## src/rtl/uart_cmd_parser.sv

```systemverilog
// uart_cmd_parser: assembles SYNC/ADDR/DATA/CHK byte frames into register-write strobes, counting bad frames.
// Optional inter-byte timeout enabled by defining CMD_TIMEOUT_EN.
module uart_cmd_parser #(
   parameter logic [7:0]        SYNC_BYTE   = 8'hA5,
   parameter int                TO_WID      = 16,
   parameter logic [TO_WID-1:0] TIMEOUT_CYC = 16'd52100
) (
   input  logic       i_clk,
   input  logic       i_rst,
   input  logic [7:0] i_data,
   input  logic       i_dataen,
   output logic       o_wr_en,
   output logic [7:0] o_wr_addr,
   output logic [7:0] o_wr_data,
   output logic       o_err,
   output logic [7:0] o_err_cnt,
   output logic       o_busy
);
   typedef enum logic [1:0] {IDLE, S_ADDR, S_DATA, S_CHK} state_t;
   state_t     state;
   logic [7:0] addr_r, data_r, sum;
   logic [7:0] cnt_inc;
   assign sum     = addr_r + data_r;
   assign cnt_inc = (o_err_cnt == 8'hFF) ? 8'hFF : o_err_cnt + 8'd1;
   assign o_busy  = state != IDLE;
`ifdef CMD_TIMEOUT_EN
   logic [TO_WID-1:0] to_cnt;
   logic              expire;
   assign expire = (state != IDLE) && !i_dataen && (to_cnt == TIMEOUT_CYC - 1'b1);
   always_ff @(posedge i_clk)
      if (i_rst) to_cnt <= '0;
      else       to_cnt <= (i_dataen || state == IDLE) ? '0 : to_cnt + 1'b1;
`else
   logic expire;
   assign expire = 1'b0;
`endif
   always_ff @(posedge i_clk) begin
      if (i_rst) begin
         state     <= IDLE;
         addr_r    <= '0;
         data_r    <= '0;
         o_wr_en   <= 1'b0;
         o_wr_addr <= '0;
         o_wr_data <= '0;
         o_err     <= 1'b0;
         o_err_cnt <= '0;
      end else begin
         o_wr_en <= 1'b0;
         o_err   <= 1'b0;
         if (expire) begin
            state     <= IDLE;
            o_err     <= 1'b1;
            o_err_cnt <= cnt_inc;
         end else if (i_dataen) begin
            case (state)
               IDLE:   state <= (i_data == SYNC_BYTE) ? S_ADDR : IDLE;
               S_ADDR: begin addr_r <= i_data; state <= S_DATA; end
               S_DATA: begin data_r <= i_data; state <= S_CHK; end
               default: begin
                  state <= IDLE;
                  if (i_data == sum) begin
                     o_wr_en   <= 1'b1;
                     o_wr_addr <= addr_r;
                     o_wr_data <= data_r;
                  end else begin
                     o_err     <= 1'b1;
                     o_err_cnt <= cnt_inc;
                  end
               end
            endcase
         end
      end
   end
endmodule

```

## config.mk

```make
export PLATFORM = sky130hd
export DESIGN_NAME = uart_cmd_parser
export DESIGN_NICKNAME = d
export VERILOG_FILES = /design/src/rtl/uart_cmd_parser.sv
export SDC_FILE = /design/constraint.sdc
export NUM_CORES = 1
export LEC_CHECK = 0
export CAP_MARGIN = 20
export CORE_ASPECT_RATIO = 1.5
export CORE_UTILIZATION = 45
export DETAILED_ROUTE_END_ITERATION = 7
export MAX_ROUTING_LAYER = met4
export PLACE_DENSITY = 0.69
export SLEW_MARGIN = 20
export SYNTH_ARGS = -nofsm -noshare
export SYNTH_HDL_FRONTEND = slang
export SYNTH_SLANG_ARGS = --single-unit
```

## constraint.sdc

```tcl
create_clock -name i_clk -period 4.65 [get_ports i_clk]
set_clock_uncertainty 0.05 [all_clocks]
set_input_delay 0.93 -clock i_clk [delete_from_list [all_inputs] [get_ports i_clk]]
set_output_delay 0.93 -clock i_clk [all_outputs]
set_load 0.1 [all_outputs]
```

* Word-level counts from Yosys, hierarchy flattened *
Index checks and enable logic that the tools add are counted.

word-level totals
  input port bits = 11
  logic and storage cells = 31
  bits in registers = 44

operators by class
  mux-type cells = 5
  $add $sub $neg = 2
  equal/unequal tests = 5
  reduce and logical (&&, ||, !) cells = 8
  bitwise logic cells = 3

operators with widths
  kind                                                              number
  8-bit == test (second input constant)                             2
  8-bit by 1-bit adder with 8-bit output (second input constant)    1
  8-bit adder                                                       1
  8-bit == test                                                     1
  8-bit two-way mux                                                 1
  2-bit one-hot mux with 3 select lines                             1
  3-bit AND reduction                                               2
  5-bit OR reduction                                                1
  2-bit AND reduction                                               2
  1-bit two-way mux                                                 3
  1-bit NOT                                                         3
  3-bit OR reduction                                                1
  2-bit by 1-bit == test with 1-bit output (second input constant)  1
  2-bit == test (second input constant)                             1
  2-bit logical NOT                                                 1
  2-bit nonzero test                                                1

* Longest topological paths before layout *
  depth after elaboration = 4
  gate-level depth with buffers = 10
  depth with buffers taken out = 9

* Least setup slack after synthesis *
OpenSTA, ideal clock, no wires.

  path type = register -> register
  from = reg o_err_cnt[0]
  to = reg o_err_cnt[3]
  stages on the path, launching flop included = 9
  required time = 4.514 ns
  clock period less this slack = 2.500 ns
  setup time = 0.086 ns
  setup slack = 2.150 ns
  arrival = 2.364 ns
  cells stage by stage = dfxtp_1 ha_1 and3_1 and3_1 and3_1 a31oi_1 nor2_1 a21oi_1 a211oi_1

between the ends
  longest elaborated chain between the ends = 2
  elaborated cells on any way between the ends = 3
  those cells by class = add/sub: 1; eq/ne: 1; mux: 1

RTL lines
  item                                                                            RTL line  RTL
  from (decl)                                                                     16        output logic [7:0] o_err_cnt,
  from (signal assigned)                                                          53        o_err_cnt <= cnt_inc;
  from (signal assigned)                                                          67        o_err_cnt <= cnt_inc;
  8-bit by 1-bit adder with 8-bit output / 8-bit == test (equally long branches)  24        assign cnt_inc = (o_err_cnt == 8'hFF) ? 8'hFF : o_err_cnt + 8'd1;
  8-bit two-way mux *                                                             24

Every way passes the cells marked *; elsewhere a longest branch is shown, timed or not.
A chain may end at the register's enable or synchronous reset.

* Worst setup path in the final report *
  from = in i_data[1]
  to = reg o_wr_addr[1]

between the ends
  longest elaborated chain between the ends = 2

RTL lines
  item                           RTL line  RTL
  from (decl)                    10        input logic [7:0] i_data,
  8-bit == test                  61        if (i_data == sum) begin
  3-bit AND reduction (no line)  -
  to (signal assigned)           63        o_wr_addr <= addr_r;
  to (decl)                      13        output logic [7:0] o_wr_addr,

Every way passes these cells.

==> reports/qor.txt <==
Outcome: completed
Tmin final: 3330 ps
Initial Utilization: 46.4%
Pin count of the biggest net entering global routing: 46
DR vias/cell: 5.38
Synthesis Warnings: 0
Clk_lat worst skew: 290 ps
Hold Path Class: reg2reg
Worst Setup SP: i_data[1]
CP Capture Type: flop
Leak: 0.942 nW
Initial DRC count: 77
Cell Chain, Critical Path: clkdlybuf4s50_1 -> xnor2_1 -> nand2_1 -> nor4_2 -> nand4_2 -> or3_1 -> a21oi_1
Max Cap Viol: 0
CTS tree: built
Port-buffer cells: 37
Die Area: 5250 sq um
CTS hold repair buffers: 0
Post-synthesis sequential area ratio: 39.5%
Fmax: 0.301 GHz
Most frequent cells in the layout: dfxtp_1 (44), a21oi_1 (41), clkdlybuf4s50_1 (37)
CORE AREA: 4810 sq um
Net count after synthesis: 299
Routed wire length: 4990 um
Commonest non-fill, non-tap cell in the layout: dfxtp_1
Cts bufs inserted: 5
FP Rows: 31
First-pass GRT wire length: 8140 um
Vias in the first global route: 1856
Detail Route Antenna Nets: 0
Slew @ Worst Pin: 977 ps
Worst EP arrival: 3500 ps
Clk slew on worst S/H paths: 80 ps
Final GP Congestion: 0.905
Syn Area/Cell: 8.12 sq um
Die Ht: 88.3 um
Initial antenna violation count: 0
Worst hold slack: 409 ps
# diodes: 0
Peak supply drop: 0.000146 V
Post-CTS Resized: 0
Post-DP HPWL: 3580 um
Synth cell types: 35
Layout net count: 328
P&R area growth vs syn: 22.4%
Max-slew violation count: 0
# IOs: 38
Part of the cycle the worst path needs: 71.5%
Clock buffer depth: 2
RR Startpoint: data_r[0]$_SDFFE_PP0P_
Worst-path maximum fanout: 45
Design Power: 0.655 mW
CTS sink cnt: 44
Root Driver: clkbuf_8
Hold Vio Cnt, Final: 0
# Post-CTS Setup Buffers: 0
Setup_tns: 0 ps
Slowest cell on crit path: nand4_2
Dpl ws: 1000 ps
Via Count: 1997
Power per cell area: 240 nW/um^2
Die X: 59.5 um
Crit start category: input pin
Synth Register Bits: 44
Setup violators final: 0
Total track usage: 20.9%
Crit path required time: 4820 ps
Drt first pass iters: 4
DR WL/cell: 13.5 um
Hold_sp: data_r[7]$_SDFFE_PP0P_
Total grt overflow: 0
Post-Synthesis Cells: 275
Worst Path Class, Setup: in2reg
Cell area after synthesis: 2230 sq um
Slew HR: 34.7%
Post-route setup slack: 1320 ps
RSZ-0062 raised after global routing: no
H-tree depth: 2
Layout cell share with drive strength beyond 1: 4.92%
DRC viols: 0
CP peak stage delay: 710 ps
-- per-layer routing --
layer,track usage [%],share of wire (%)
met4,9.73,2.9
met5,-,0
met3,3.22,2.7
met2,36.1,51
met1,23.2,44
-- metrics by stage --
| step | instances | instance area [sq um] | util, % |
|---|---|---|---|
| final | 371 | 2730 | 56.8 |
| after global routing | 371 | 2730 | 56.8 |
| after CTS | 371 | 2730 | 56.8 |
| after detailed placement | 363 | 2640 | 54.9 |
| after global placement | 363 | 2640 | 54.9 |
| after floorplan | 275 | 2230 | - |
-- power breakdown --
part	switching (mW)	total [mW]	internal, mW
sequential	0.000105	0.377	0.376
combinational	0.0175	0.0317	0.0142
clock	0.129	0.247	0.119
-- registers in the layout, indices dropped and copies added (netlist names) --
| register | cells |
|---|---|
| o_wr_addr | 8 |
| o_wr_en | 1 |
| state | 2 |
| o_err | 1 |
| o_err_cnt | 8 |
| addr_r | 8 |
| data_r | 8 |
| o_wr_data | 8 |
-- worst max-delay path, delay by kind of cell --
kind | cells | cell delay, ps
xor gates and xnor gates | 1 | 140
AOI/OAI and AO/OA | 1 | 150
and+or+nand+nor | 4 | 1720
buffers and inverters | 1 | 540
-- cell type report --
cell class                 count  area (sq um)
multi-input combinational    194          1210
tap                           66          82.6
clock inverter                 2          10.0
sequential                    44           881
clock buffer                   6          82.6
fill                         468          2080
timing repair buffer          40           393
inverter                      19          71.3
-- cell families after synthesis --
kind of cell	Yosys count	synth area share [%]
buffers and inverters	37	6.28
xor gates and xnor gates	15	5.89
DFF	44	39.5
AOI/OAI and AO/OA	79	19.8
adders and majority gates	13	7.62
muxes	1	0.448
and+or+nand+nor	86	20.5
-- synthesized netlist by cell type --
master	number	area (sq um)
dfxtp_1	44	881
a21oi_1	41	205
nand2_1	23	86.3
nand3_1	21	105
inv_1	19	71.3
o21ai_0	19	95.1
clkbuf_1	17	63.8
or3_1	16	100
xnor2_1	13	114
ha_1	12	150
nor2_1	8	30.0
a211oi_1	5	37.5
a31oi_1	5	31.3
and3_1	5	31.3
a21o_1	3	22.5
a311oi_1	2	17.5
and2_1	2	12.5
nor3_1	2	10.0
xor2_1	2	17.5
a21oi_2	1	8.76
a41oi_1	1	8.76
and4_1	1	8.76
buf_2	1	5.00
fa_1	1	20.0
mux2i_1	1	10.0
nand4_1	1	6.26
nand4_2	1	12.5
nor2b_1	1	6.26
nor3b_1	1	7.51
nor4_2	1	12.5
nor4b_1	1	8.76
nor4bb_1	1	10.0
o21a_1	1	7.51
o21bai_1	1	7.51
or4b_2	1	10.0
-- path summary, 6_finish.rpt --
| check | endpoint | slack (ps) | cells after the start |
|---|---|---|---|
| worst max-delay path | o_wr_addr[1]$_SDFFE_PP0P_ | 1320 | 7 |
| worst min-delay path | data_r[7]$_SDFFE_PP0P_ | 410 | 2 |
| worst max register to register | o_wr_addr[1]$_SDFFE_PP0P_ | 1380 | 9 |
| worst min register to register | data_r[7]$_SDFFE_PP0P_ | 410 | 2 |
Power figures use the tool's default switching activity.
